`src/rtl/hv_am_search.sv`:
```
// Associative-memory search: streams class prototypes, returns nearest class by Hamming distance.
// Optional reject flag against a distance threshold is enabled with HV_AM_THRESHOLD_EN.
//
// state  | meaning
// IDLE   | waiting for a query from the encoder
// SEARCH | issuing prototype reads and comparing returned data
// DONE   | result presented, waiting for consumer handshake
module hv_am_search #(
    parameter  int HVDimension    = 512,
    parameter  int NumClass       = 32,
    localparam int ClassAddrWidth = $clog2(NumClass),
    localparam int DistWidth      = $clog2(HVDimension) + 1
) (
    input  logic                      clk_i,
    input  logic                      rst_ni,
    input  logic [HVDimension-1:0]    qhv_i,
    input  logic                      qhv_valid_i,
    output logic                      qhv_ready_o,
    output logic                      am_busy_o,
    input  logic [ClassAddrWidth:0]   num_class_i,
    output logic                      am_rd_en_o,
    output logic [ClassAddrWidth-1:0] am_rd_addr_o,
    input  logic [HVDimension-1:0]    am_rd_data_i,
    output logic [ClassAddrWidth-1:0] predict_o,
    output logic [DistWidth-1:0]      predict_dist_o,
    output logic                      predict_valid_o,
    input  logic                      predict_ready_i
`ifdef HV_AM_THRESHOLD_EN
    ,
    input  logic [DistWidth-1:0]      dist_threshold_i,
    output logic                      predict_reject_o
`endif
);

    localparam int CntWidth = ClassAddrWidth + 1;

    typedef enum logic [1:0] {
        IDLE   = 2'd0,
        SEARCH = 2'd1,
        DONE   = 2'd2
    } state_e;

    state_e                    r_state;
    logic [HVDimension-1:0]    r_query;
    logic [CntWidth-1:0]       r_num;
    logic                      r_rd_en;
    logic [ClassAddrWidth-1:0] r_rd_addr;
    logic                      r_cmp_valid;
    logic [ClassAddrWidth-1:0] r_cmp_idx;
    logic [DistWidth-1:0]      r_min_dist;
    logic [ClassAddrWidth-1:0] r_min_idx;
    logic [ClassAddrWidth-1:0] r_predict;
    logic [DistWidth-1:0]      r_predict_dist;
    logic                      r_predict_valid;
    logic                      r_qhv_ready;

    logic [CntWidth-1:0]       w_num_clamped;
    logic [ClassAddrWidth-1:0] w_last_addr;
    logic [HVDimension-1:0]    w_xor;
    logic [DistWidth-1:0]      w_dist;
    logic                      w_better;
    logic [DistWidth-1:0]      w_min_dist_nxt;
    logic [ClassAddrWidth-1:0] w_min_idx_nxt;
    logic                      w_accept;
    logic                      w_last_cmp;
    logic                      w_consume;

    assign w_num_clamped = (num_class_i > CntWidth'(NumClass)) ? CntWidth'(NumClass) : num_class_i;
    assign w_last_addr   = ClassAddrWidth'(r_num - 1'b1);
    assign w_xor         = r_query ^ am_rd_data_i;

    always_comb begin
        w_dist = '0;
        for (int i = 0; i < HVDimension; i++) begin
            w_dist = w_dist + DistWidth'(w_xor[i]);
        end
    end

    // Strict compare so equal distances keep the earlier (lower) index.
    assign w_better       = r_cmp_valid && (w_dist < r_min_dist);
    assign w_min_dist_nxt = w_better ? w_dist    : r_min_dist;
    assign w_min_idx_nxt  = w_better ? r_cmp_idx : r_min_idx;

    assign w_accept   = (r_state == IDLE) && r_qhv_ready && qhv_valid_i;
    assign w_last_cmp = (r_state == SEARCH) && r_cmp_valid && (r_cmp_idx == w_last_addr);
    assign w_consume  = (r_state == DONE) && predict_ready_i;

    always_ff @(posedge clk_i or negedge rst_ni) begin
        if (!rst_ni) begin
            r_state         <= IDLE;
            r_query         <= '0;
            r_num           <= '0;
            r_rd_en         <= 1'b0;
            r_rd_addr       <= '0;
            r_cmp_valid     <= 1'b0;
            r_cmp_idx       <= '0;
            r_min_dist      <= '0;
            r_min_idx       <= '0;
            r_predict       <= '0;
            r_predict_dist  <= '0;
            r_predict_valid <= 1'b0;
            r_qhv_ready     <= 1'b0;
        end else begin
            case (r_state)
                IDLE: begin
                    r_qhv_ready <= 1'b1;
                    if (w_accept) begin
                        r_query     <= qhv_i;
                        r_num       <= w_num_clamped;
                        r_min_dist  <= '1;
                        r_min_idx   <= '0;
                        r_rd_addr   <= '0;
                        r_qhv_ready <= 1'b0;
                        if (w_num_clamped == '0) begin
                            r_state         <= DONE;
                            r_predict       <= '0;
                            r_predict_dist  <= '1;
                            r_predict_valid <= 1'b1;
                        end else begin
                            r_state <= SEARCH;
                            r_rd_en <= 1'b1;
                        end
                    end
                end
                SEARCH: begin
                    r_cmp_valid <= r_rd_en;
                    r_cmp_idx   <= r_rd_addr;
                    if (r_rd_en) begin
                        if (r_rd_addr == w_last_addr) begin
                            r_rd_en <= 1'b0;
                        end else begin
                            r_rd_addr <= r_rd_addr + 1'b1;
                        end
                    end
                    if (r_cmp_valid) begin
                        r_min_dist <= w_min_dist_nxt;
                        r_min_idx  <= w_min_idx_nxt;
                    end
                    if (w_last_cmp) begin
                        r_state         <= DONE;
                        r_predict       <= w_min_idx_nxt;
                        r_predict_dist  <= w_min_dist_nxt;
                        r_predict_valid <= 1'b1;
                    end
                end
                DONE: begin
                    if (w_consume) begin
                        r_state         <= IDLE;
                        r_predict_valid <= 1'b0;
                        r_qhv_ready     <= 1'b1;
                    end
                end
                default: begin
                    r_state <= IDLE;
                end
            endcase
        end
    end

`ifdef HV_AM_THRESHOLD_EN
    logic [DistWidth-1:0] r_thresh;
    logic                 r_reject;

    always_ff @(posedge clk_i or negedge rst_ni) begin
        if (!rst_ni) begin
            r_thresh <= '0;
            r_reject <= 1'b0;
        end else if (w_accept) begin
            r_thresh <= dist_threshold_i;
            r_reject <= (w_num_clamped == '0);
        end else if (w_last_cmp) begin
            r_reject <= (w_min_dist_nxt > r_thresh);
        end else if (w_consume) begin
            r_reject <= 1'b0;
        end
    end

    assign predict_reject_o = r_reject;
`else
    // No reject path in this build; results are always reported as-is.
`endif

    assign qhv_ready_o     = r_qhv_ready;
    assign am_busy_o       = (r_state != IDLE);
    assign am_rd_en_o      = r_rd_en;
    assign am_rd_addr_o    = r_rd_addr;
    assign predict_o       = r_predict;
    assign predict_dist_o  = r_predict_dist;
    assign predict_valid_o = r_predict_valid;

endmodule

```
`config.mk`:
```
export PLATFORM = sky130hd
export DESIGN_NAME = hv_am_search
export DESIGN_NICKNAME = d
export VERILOG_FILES = /design/src/rtl/hv_am_search.sv
export SDC_FILE = /design/constraint.sdc
export NUM_CORES = 2
export LEC_CHECK = 0
export CORE_AREA = 2 2 413 415
export CTS_CLUSTER_DIAMETER = 80
export DETAILED_ROUTE_END_ITERATION = 10
export DIE_AREA = 0 0 415 417
export HOLD_SLACK_MARGIN = 0.1
export PLACE_DENSITY = 0.4
export SYNTH_ARGS = -nofsm -noshare
export SYNTH_HDL_FRONTEND = slang
export SYNTH_SLANG_ARGS = --single-unit
```
`constraint.sdc`:
```
create_clock -name clk_i -period 15.45 [get_ports clk_i]
set_input_delay 3.8625 -clock clk_i [delete_from_list [all_inputs] [get_ports clk_i]]
set_output_delay 3.8625 -clock clk_i [all_outputs]
set_load 0.02 [all_outputs]
```
==> impl_summary.txt <==
----------------------------------------------------
[Run status]
  Outcome ... completed

[Detailed routing]
  Via count normalized by instance count ... 3.947
  DRC violation count after routing ... 0
  Post-route ant nets ... 0
  Total number of vias ... 29080
  Length of the first detailed-routing pass in iterations ... 5
  DR iter-0 viols ... 1299
  Total wire length after detailed routing ... 169500 um
  DR WL/cell ... 23.00 um

[STA]
  Largest clock skew in the final design ... 0.03162 ns
  Final period demand of the worst path ... 14.72 ns
  Top achievable clock speed ... 0.06793 GHz
  Final setup violating endpoints ... 0
  Actual slew at the worst max-slew pin ... 1.127 ns
  Final count of hold timing violations ... 0
  Max_slew headroom ... 24.88%
  Share of the cycle needed by the critical path after routing ... 95.28%
  Final-layout worst hold slack ... 0.4772 ns
  Number of max-slew violations in the final report ... 0
  Summed negative setup slack over all endpoints ... 0 ns
  Setup repair after global routing missed its margin ... false

[Finish]
  Area added between synthesis and finish ... 42.26%
  Post-Layout Cell Count ... 7368
  Fraction of layout cells with a size suffix above 1 ... 3.699%
  Final Util ... 32.84%
  Count of nets after finishing ... 6674

[Die]
  Die Outline Area ... 173100 um^2
  Num ports ... 1058
  Core Region ... 168500 um^2
  Starting density of the core ... 23.09%
  Cell row count ... 151
  Die Ht ... 417 um
  Horizontal extent of the die ... 415 um

[Place]
  IO Port Bufs ... 1057
  Number of placed cells counting well taps ... 7199
  DP Wirelength ... 140700 um
  Last weighted congestion value of the routability-driven placer ... 0.8484

[Min path]
  WHS Endpoint ... predict_o[2]
  Hold Crit Start ... predict_o[2]
  Hold-critical path depth ... 2
  Class of the tightest hold or removal check ... reg2reg

[Synthesis]
  Combined area of all synthesized cells ... 38910 um^2
  Number of distinct standard cells referenced by the synthesized netlist ... 49
  Largest family of logic cells by synthesized area ... adder cells
  Number of enable flip-flop cells after synthesis ... 0
  Main synth FF type ... dfrtp_1
  Synthesized netlist net count ... 5616
  Mean Syn Cell Area ... 9.703 um^2
  Post-synthesis async set-or-reset flop share ... 100.0%
  Sequential area share after synthesis ... 36.21%
  Complex-gate fraction of the synthesized area ... 1.579%
  Number of synthesis warnings ... 0
  Cell count after synthesis ... 4010
  Multiplexer share of the synthesized area ... 0.4116%
  Adder-cell area share of the yosys netlist ... 27.95%
  Simple-gate portion of the synthesized area ... 15.90%
  Xor-xnor portion of the synthesized cell area ... 11.91%
  Flip-flop and latch count after synthesis ... 563

[Clock network]
  Clock latency reported for the late side of the worst-skew pair ... 0.68 ns
  TritonCTS clock tree ... yes
  Count of clock tree sinks ... 563
  Post-cts sizing count ... 0
  Clock Tree Root ... clkbuf_16
  Clock slew at reported path FFs ... 0.06 ns
  # hold bufs at CTS ... 0
  Number of post-CTS setup repair buffers ... 0
  Count of H-tree levels built during CTS ... 3
  Number of CTS-inserted buffers ... 85
  CTS Buffer Depth ... 3

[Global routing]
  Number of global-route vias before repair ... 32620
  Maximum number of pins on one net before global-route repair ... 163
  Overall overflow remaining after global route ... 0
  Global-route wire length before repair ... 241300 um
  Initial antenna violation count ... 51
  Total routing resource utilization after global routing ... 19.64%

[Job]
  Total of max-cap violations ... 0

[Setup path]
  Critical Path Fanout Max ... 10
  Slowest cell on crit path ... fa_1
  Slack of the worst reg-to-reg path ... 3.96 ns
  CP peak stage delay ... 0.56 ns
  Kind of critical path ... in2reg
  R2r worst-path depth ... 39
  Worst path required time ... 16.04 ns
  Worst reg2reg startpoint ... r_query[419]
  Data arrival time of the critical path ... 15.31 ns
  Critical path capture point type ... flop
  Cell type with the highest occurrence count on the critical path ... fa_1
  Reg-to-reg endpoint ... r_min_dist[2]
  CP Launch Type ... input port

----------------------------------------------------
[cells by family after synthesis]
kind of cell,Yosys count
AND/OR/NAND/NOR,1620
buffers and inverters,623
adder cells (fa/ha/maj),572
flip-flops,563
XOR/XNOR,529
AO/OA/AOI/OAI,87
multiplexers,16
[cells in the mapped netlist, drive strengths merged, types with 3 or more instances]
master   count  share of area, %
or2          5             0.080
a21o         3             0.058
mux2i       16              0.41
a211oi       4             0.077
xnor2      238               5.4
fa         495                25
nand2b       3             0.048
xor2       291               6.6
clkbuf     109               1.1
o21ai       22              0.28
ha          77               2.5
o21a         4             0.077
a21oi       15              0.19
nor2        19              0.19
buf         14              0.17
nand3b       6              0.12
nor2b        3             0.048
inv        500               4.8
nor3         3             0.068
a22o         6              0.14
nand2     1572                15
dfrtp      563                36
a2bb2oi     19              0.43
[cell usage in the layout (no fill, tap or decap), drive strengths merged, types with 3 or more instances in the layout]
| cell type | count |
|---|---|
| a211oi | 4 |
| nor2b | 3 |
| a21o | 3 |
| nand3b | 6 |
| bufinv | 14 |
| mux2i | 16 |
| xor2 | 291 |
| clkinv | 8 |
| fa | 495 |
| diode | 14 |
| a22o | 6 |
| clkdlybuf4s50 | 1056 |
| clkinvlp | 4 |
| buf | 38 |
| nor3 | 3 |
| clkbuf | 117 |
| o21ai | 22 |
| a2bb2oi | 19 |
| or2 | 5 |
| nand2 | 1572 |
| a21oi | 15 |
| nor2 | 19 |
| xnor2 | 238 |
| inv | 512 |
| ha | 77 |
| dfrtp | 563 |
| o21a | 4 |
| nand2b | 3 |
[layout make-up]
class	instances	area, um^2
sequential	563	14090
inverter	500	1877
multi-input combinational	2824	22490
timing repair buffer	1094	10990
clock buffer	117	2439
tap	2218	2775
fill	17560	113200
antenna	14	35.03
clock inverter	38	663.1
[registers in the layout, indices dropped and copies added (netlist names), 2 cells and up]
register / cells
r_cmp_idx: 5
r_query: 512
r_min_idx: 5
r_state: 2
predict_dist_o: 10
r_min_dist: 10
predict_o: 5
r_num: 5
am_rd_addr_o: 5
[how the worst max path moves through the flow]
stage / start / endpoint / slack, ns / cells past startpoint
final: am_rd_data_i[419] / r_min_dist[2] / 0.73 / 40
after global routing: am_rd_data_i[475] / r_min_dist[9] / 0.25 / 38
after CTS: am_rd_data_i[419] / r_min_dist[0] / 0.67 / 40
after detailed placement: am_rd_data_i[419] / r_min_dist[0] / -0.09 / 40
after global placement: am_rd_data_i[419] / predict_dist_o[8] / -0.08 / 40
after floorplan: am_rd_data_i[387] / r_min_dist[0] / 1.19 / 39
[worst max-delay path, delay by kind of cell]
| kind | cells | cell delay [ns] |
|---|---|---|
| adder cells (fa/ha/maj) | 16 | 7.49 |
| AO/OA/AOI/OAI | 7 | 1.48 |
| buffers and inverters | 12 | 1.30 |
| XOR/XNOR | 2 | 0.70 |
| AND/OR/NAND/NOR | 3 | 0.47 |
[routing by layer]
layer | GRT usage, % | routed length [um] | vias to the layer above
li1 | - | - | 13940
met1 | 22.77 | 67250 | 14200
met2 | 36.20 | 89330 | 674
met3 | 4.915 | 8741 | 212
met4 | 4.262 | 3819 | 52
met5 | 0 | 332 | -
[through the flow]
stage | worst slack, ns | area [um^2]
floorplan | 1.186 | 38910
global placement | -0.08018 | 52210
detailed placement | -0.09256 | 52210
CTS | 0.6687 | 55320
global route | 0.2519 | 55340
finish | 0.7294 | 55350
Power is left out: the tool's default activity adds up to more than one toggle a clock period on the data nets, which glitch-free logic cannot reach.
